`config.mk`:
```
export PLATFORM = sky130hd
export DESIGN_NAME = uart_rx
export DESIGN_NICKNAME = d
export VERILOG_FILES = /design/src/rtl/uart_pkg.sv /design/src/rtl/uart_sync2.sv /design/src/rtl/uart_rx.sv
export SDC_FILE = /design/constraint.sdc
export NUM_CORES = 1
export LEC_CHECK = 0
export BUFFER_PORTS_ARGS = -buffer_cell sky130_fd_sc_hd__clkbuf_2
export CAP_MARGIN = 0
export CORE_ASPECT_RATIO = 1.5
export CORE_MARGIN = 2
export CORE_UTILIZATION = 30
export CTS_CLUSTER_SIZE = 12
export DETAILED_ROUTE_END_ITERATION = 8
export GPL_TIMING_DRIVEN = 0
export SYNTH_ARGS = -nofsm -noshare
export SYNTH_HDL_FRONTEND = slang
export SYNTH_SLANG_ARGS = --single-unit
```
`constraint.sdc`:
```
create_clock -name i_clk -period 1.8 [get_ports i_clk]
set_clock_uncertainty 0.05 [all_clocks]
set_input_delay 0.18 -clock i_clk [delete_from_list [all_inputs] [get_ports i_clk]]
set_output_delay 0.18 -clock i_clk [all_outputs]
set_load 0.05 [all_outputs]
```
`src/rtl/uart_pkg.sv`:
```
// Shared UART definitions: receiver FSM encoding, default frame geometry and line levels.
// The transmitter imports the same constants so both ends agree on the frame format.
package uart_pkg;

   localparam int DEFAULT_DATA_WIDTH = 8;
   localparam int DEFAULT_OVERSAMPLE = 16;

   localparam logic START_BIT  = 1'b0;
   localparam logic STOP_BIT   = 1'b1;
   localparam logic IDLE_LEVEL = 1'b1;

   typedef enum logic [1:0] {
      IDLE  = 2'd0,
      START = 2'd1,
      DATA  = 2'd2,
      STOP  = 2'd3
   } uart_state_e;

endpackage

```
`src/rtl/uart_sync2.sv`:
```
// Two-flop synchronizer for an asynchronous serial line; resets to the idle line level.
module uart_sync2
   import uart_pkg::*;
(
   input  logic clk,
   input  logic rst_n,
   input  logic d,
   output logic q
);

   logic meta;

   always_ff @(posedge clk or negedge rst_n) begin
      if (!rst_n) begin
         meta <= IDLE_LEVEL;
         q    <= IDLE_LEVEL;
      end else begin
         meta <= d;
         q    <= meta;
      end
   end

endmodule

```
`src/rtl/uart_rx.sv`:
```
// Oversampling UART receiver: start-bit glitch reject, mid-bit sampling, one-entry
// valid/ready output holding register with framing and overrun error pulses.
module uart_rx
   import uart_pkg::*;
#(
   parameter int DATA_WIDTH = DEFAULT_DATA_WIDTH,
   parameter int OVERSAMPLE = DEFAULT_OVERSAMPLE
) (
   input  logic                  i_clk,
   input  logic                  i_rst,
   input  logic                  baud_x16_en,
   input  logic                  Rx_data,
   output logic [DATA_WIDTH-1:0] m_axis_data,
   output logic                  m_axis_valid,
   input  logic                  m_axis_ready,
   output logic                  frame_err,
   output logic                  overrun_err,
   output uart_state_e           fsm_state
);

   localparam int TW = $clog2(OVERSAMPLE);
   localparam int BW = $clog2(DATA_WIDTH + 1);
   localparam logic [TW-1:0] TICK_LAST = TW'(OVERSAMPLE - 1);
   localparam logic [TW-1:0] TICK_HALF = TW'(OVERSAMPLE / 2 - 1);
   localparam logic [BW-1:0] BIT_LAST  = BW'(DATA_WIDTH - 1);

   uart_state_e           state, state_n;
   logic [TW-1:0]         tick_cnt, tick_n;
   logic [BW-1:0]         bit_cnt, bit_n;
   logic [DATA_WIDTH-1:0] shift, shift_n;
   logic                  rx_s;
   logic                  rx_prev;
   logic                  deliver;
   logic                  bad_stop;

   uart_sync2 u_sync (
      .clk   (i_clk),
      .rst_n (i_rst),
      .d     (Rx_data),
      .q     (rx_s)
   );

   assign fsm_state = state;

   // rx_prev is the line value at the previous oversample tick, so edge detection
   // freezes with the FSM and a line held low after a bad stop bit never restarts.
   always_ff @(posedge i_clk or negedge i_rst) begin
      if (!i_rst) begin
         state    <= IDLE;
         tick_cnt <= '0;
         bit_cnt  <= '0;
         shift    <= '0;
         rx_prev  <= 1'b1;
      end else begin
         state    <= state_n;
         tick_cnt <= tick_n;
         bit_cnt  <= bit_n;
         shift    <= shift_n;
         if (baud_x16_en) rx_prev <= rx_s;
      end
   end

   always_comb begin
      state_n  = state;
      tick_n   = tick_cnt;
      bit_n    = bit_cnt;
      shift_n  = shift;
      deliver  = 1'b0;
      bad_stop = 1'b0;
      if (baud_x16_en) begin
         unique case (state)
            IDLE: begin
               if (rx_prev && !rx_s) begin
                  tick_n  = '0;
                  state_n = START;
               end
            end
            START: begin
               if (tick_cnt == TICK_HALF) begin
                  tick_n  = '0;
                  bit_n   = '0;
                  state_n = (rx_s == START_BIT) ? DATA : IDLE;
               end else begin
                  tick_n = tick_cnt + TW'(1);
               end
            end
            DATA: begin
               if (tick_cnt == TICK_LAST) begin
                  tick_n  = '0;
                  shift_n = {rx_s, shift[DATA_WIDTH-1:1]};
                  if (bit_cnt == BIT_LAST) begin
                     bit_n   = '0;
                     state_n = STOP;
                  end else begin
                     bit_n = bit_cnt + BW'(1);
                  end
               end else begin
                  tick_n = tick_cnt + TW'(1);
               end
            end
            STOP: begin
               if (tick_cnt == TICK_LAST) begin
                  tick_n   = '0;
                  state_n  = IDLE;
                  deliver  = (rx_s == STOP_BIT);
                  bad_stop = (rx_s != STOP_BIT);
               end else begin
                  tick_n = tick_cnt + TW'(1);
               end
            end
            default: state_n = IDLE;
         endcase
      end
   end

   // Handshake: a beat transfers on any edge where m_axis_valid && m_axis_ready;
   // data is held stable while valid && !ready, and valid never drops without a transfer.
   always_ff @(posedge i_clk or negedge i_rst) begin
      if (!i_rst) begin
         m_axis_data  <= '0;
         m_axis_valid <= 1'b0;
         frame_err    <= 1'b0;
         overrun_err  <= 1'b0;
      end else begin
         frame_err   <= bad_stop;
         overrun_err <= deliver && m_axis_valid && !m_axis_ready;
         if (deliver && (!m_axis_valid || m_axis_ready)) begin
            m_axis_data  <= shift;
            m_axis_valid <= 1'b1;
         end else if (m_axis_valid && m_axis_ready) begin
            m_axis_valid <= 1'b0;
         end
      end
   end

endmodule
```
==> out/qor.csv <==
stage,metric,value,unit
logic_synthesis,syn_nets,126,
floorplanning,Starting Density,31.4,%
logic_synthesis,sequential fraction of the synthesis area,52.8,%
clock_network,latest clock arrival within the worst-skew pair,0.28,ns
floorplanning,FP Rows,31,
timing,fmax,581,MHz
place,Placed Cells,201,
place,HPWL Detailed,2090,microns
cells_and_area,fill count,457,
grt,number of global-route vias before repair,1157,
power_and_ir_drop,sw power,0.646,mW
worst_setup_path,slowest cell delay on critical path,0.45,ns
flow_run,max-cap viol count,0,
hold_path,Worst Hold Depth,3,
timing,Slew @ Worst Pin,0.771,ns
cells_and_area,most frequent cells in the layout,"dfrtp_1, mux2_2, clkbuf_2, clkbuf_8",
timing,fin crit share,95.6,%
grt,grt total ovfl,0,
logic_synthesis,prevailing post-synth register cell,dfrtp_1,
grt,gr usage total,11.8,%
route,via/cell ratio,5.08,
clock_network,"Reg clk slew, reported paths",0.07,ns
clock_network,Max Root-Sink Buffers,2,
hold_path,hold_sp,m_axis_ready,
logic_synthesis,"EDFF count, synth",0,
route,DRC Markers,0,
timing,final hold violation count,0,
logic_synthesis,top post-synthesis cells by area,"dfrtp_1, mux2_2, dfstp_2",
power_and_ir_drop,clock share of power,33.5,%
route,1st-pass router iterations,4,
hold_path,worst hold path endpoint,overrun_err$_DFF_PN0_,
worst_setup_path,Worst R2R End,shift[5]$_DFFE_PN0P_,
floorplanning,die area,5670,sq um
worst_setup_path,Setup crit end kind,flop,
cells_and_area,"commonest non-fill, non-tap cell in the layout",dfrtp_1,
clock_network,# clock sinks,32,
logic_synthesis,post-synth top area share,47.7,%
place,Placer Congestion,0.815,
clock_network,total CTS buffers,5,
worst_setup_path,required time worst endpoint,1.91,ns
power_and_ir_drop,P_int,1.40,mW
status,status,"finished, final reports clean",
route,WL/cell,14.2,microns
timing,Final min period,1.72,ns
power_and_ir_drop,Switching Fraction,31.6,%
worst_setup_path,"setup slack, reg-to-reg",0.08,ns
logic_synthesis,Ys Warns,0,
cells_and_area,Seq. cell area,808,sq um
power_and_ir_drop,Sequential Power Share,41.4,%
power_and_ir_drop,Lkg Pwr,0.838,nW
timing,final number of max-transition violations,0,
power_and_ir_drop,Gate power share,25.1,%
floorplanning,total core area,4850,sq um
timing,Hold WS,0.139,ns
floorplanning,IO Pins,18,
worst_setup_path,critical path type,flop to flop,
logic_synthesis,Post-Syn Instances,119,
logic_synthesis,async set-reset flop share out of synthesis,100,%
power_and_ir_drop,Power Density,1100,nW/um^2
worst_setup_path,FF-to-FF path depth,4,
logic_synthesis,"Cell Area, Synth",1520,sq um
logic_synthesis,#FFs+latches synth,32,
logic_synthesis,syn_area_per_cell,12.8,sq um
cells_and_area,Non-Filler Instances,212,
grt,global-route wire length before repair,5330,microns
power_and_ir_drop,peak supply drop,0.461,mV
cells_and_area,synth-to-layout area growth,22.3,%
timing,Final setup viols,0,
clock_network,CTS tree,built,
worst_setup_path,crit start category,flop,
worst_setup_path,slowest cell on the critical path,dfrtp_2,
floorplanning,Die X,62.2,microns
timing,slew margin rel.,48.6,%
worst_setup_path,WP depth,4,
cells_and_area,Multi-input gate area,671,sq um
worst_setup_path,RR Startpoint,fsm_state[0]$_DFFE_PN0P_,
worst_setup_path,Critical path buffers and inverters,1,
logic_synthesis,Cell variety after synth,46,
worst_setup_path,"delay-heaviest family, CP",simple AND/OR/NAND/NOR gates,
route,via count,1077,
worst_setup_path,"Critical Path, Cell by Cell",clkbuf_8 > or2b_2 > nor2_4 > mux2_2,
floorplanning,Die Ht,91.3,microns
route,Routed Antenna Nets,0,
hold_path,worst hold path type,primary input to flop,
grt,pin count of the biggest net entering global routing,33,
clock_network,Clock Root Buffer,clkbuf_8,
grt,initial antenna violation count,0,
worst_setup_path,"Max FO, Critical Path",10,
clock_network,H-tree levels,2,
cells_and_area,antenna cell count,0,
route,Initial DRC Count,71,
route,final wirelength,3010,microns
place,Buffers on Ports,16,
cells_and_area,Final Core Density,38.4,%
worst_setup_path,Worst Path Arrival,1.83,ns
logic_synthesis,Synth area leader,dfrtp_1,
cells_and_area,layout cells sized above 1,43.2,%
cells_and_area,fin nets,152,
## cells in the mapped netlist (2+ instances only)
| cell | number |
|---|---|
| dfstp_2 | 3 |
| o211ai_1 | 2 |
| nand2_1 | 4 |
| o2111ai_1 | 2 |
| mux2i_1 | 2 |
| clkbuf_8 | 3 |
| o21ai_0 | 6 |
| nor2_1 | 3 |
| nand2b_1 | 2 |
| ha_1 | 2 |
| nand3_1 | 6 |
| inv_1 | 2 |
| a211oi_1 | 2 |
| nor3_1 | 2 |
| and3_1 | 2 |
| mux2_2 | 18 |
| dfrtp_1 | 29 |
## worst min-delay path, stage by stage
cell and delay, ns:
clkbuf_2 0.07, nand2b_1 0.14, nor2_1 0.05
## cells by family after synthesis
| group | count (synthesis) | share of synthesized area [%] |
|---|---|---|
| buffers and inverters | 8 | 4.52 |
| flip-flops | 32 | 52.8 |
| AND/OR/NAND/NOR | 32 | 14.1 |
| AO/OA/AOI/OAI | 24 | 11.8 |
| XOR/XNOR | 1 | 0.575 |
| adder cells (fa/ha/maj) | 2 | 1.64 |
| multiplexers | 20 | 14.6 |
## metal layers
layer  share of wire (%)  track usage [%]
met1                  41             13.0
met2                  52             20.4
met3                 4.8             3.59
met4                 2.3             6.30
met5                   0                0
## power by group through the flow
stage / clock, mW / combinational (mW) / sequential, mW
final: 0.686 / 0.513 / 0.847
after global routing: 0.740 / 0.567 / 0.859
after CTS: 0.713 / 0.505 / 0.835
after detailed placement: 0 / 0.487 / 0.844
after global placement: 0 / 0.474 / 0.838
after floorplan: 0 / 0.317 / 0.894
## flip-flops by register name (all words and copies together), names as in the netlist, named ones only
name,count
m_axis_data,8
u_sync.q,1
tick_cnt,4
m_axis_valid,1
bit_cnt,4
u_sync.meta,1
frame_err,1
rx_prev,1
overrun_err,1
shift,8
fsm_state,1
## area by class of cell
cell class	count	area share [%]
Sequential cell	32	43.4
Multi-Input combinational cell	79	36.0
Timing Repair Buffer	19	6.45
Tap cell	66	4.44
Clock buffer	5	3.70
Buffer	6	3.29
Clock inverter	3	2.28
Inverter	2	0.403
## per-stage QoR
| stage | instance area [sq um] | setup WS [ns] | power (mW) | setup TNS [ns] |
|---|---|---|---|---|
| CTS | 1850 | 0.0321 | 2.05 | 0 |
| detailed placement | 1690 | -0.185 | 1.33 | -1.45 |
| floorplan | 1530 | 0.0187 | 1.21 | 0 |
| global route | 1860 | -0.00268 | 2.17 | -0.00268 |
| global placement | 1690 | -0.147 | 1.31 | -1.17 |
| finish | 1860 | 0.0796 | 2.05 | 0 |
## worst max path at each step
| stage | slack, ns | end | start |
|---|---|---|---|
| after global routing | -0.003 | m_axis_data[7]$_DFFE_PN0P_ | tick_cnt[1]$_DFFE_PN0P_ |
| after global placement | -0.15 | m_axis_data[6]$_DFFE_PN0P_ | tick_cnt[0]$_DFFE_PN0P_ |
| after CTS | 0.03 | shift[5]$_DFFE_PN0P_ | fsm_state[0]$_DFFE_PN0P_ |
| final | 0.08 | shift[5]$_DFFE_PN0P_ | fsm_state[0]$_DFFE_PN0P_ |
| after floorplan | 0.02 | bit_cnt[3]$_DFFE_PN0P_ | flop |
| after detailed placement | -0.18 | m_axis_data[2]$_DFFE_PN0P_ | tick_cnt[0]$_DFFE_PN0P_ |
## what timing repair did
action | 4_1_cts | 5_1_grt
setup buffers | 1 | 0
hold buffers | 2 | 0
resized for setup | 2 | 2
setup endpoints to repair | 10 | 16
endpoints found under the hold margin | 30 | 0
gates cloned | 0 | 0
pin swaps | 2 | 1
(Power assumes the default switching activity.)
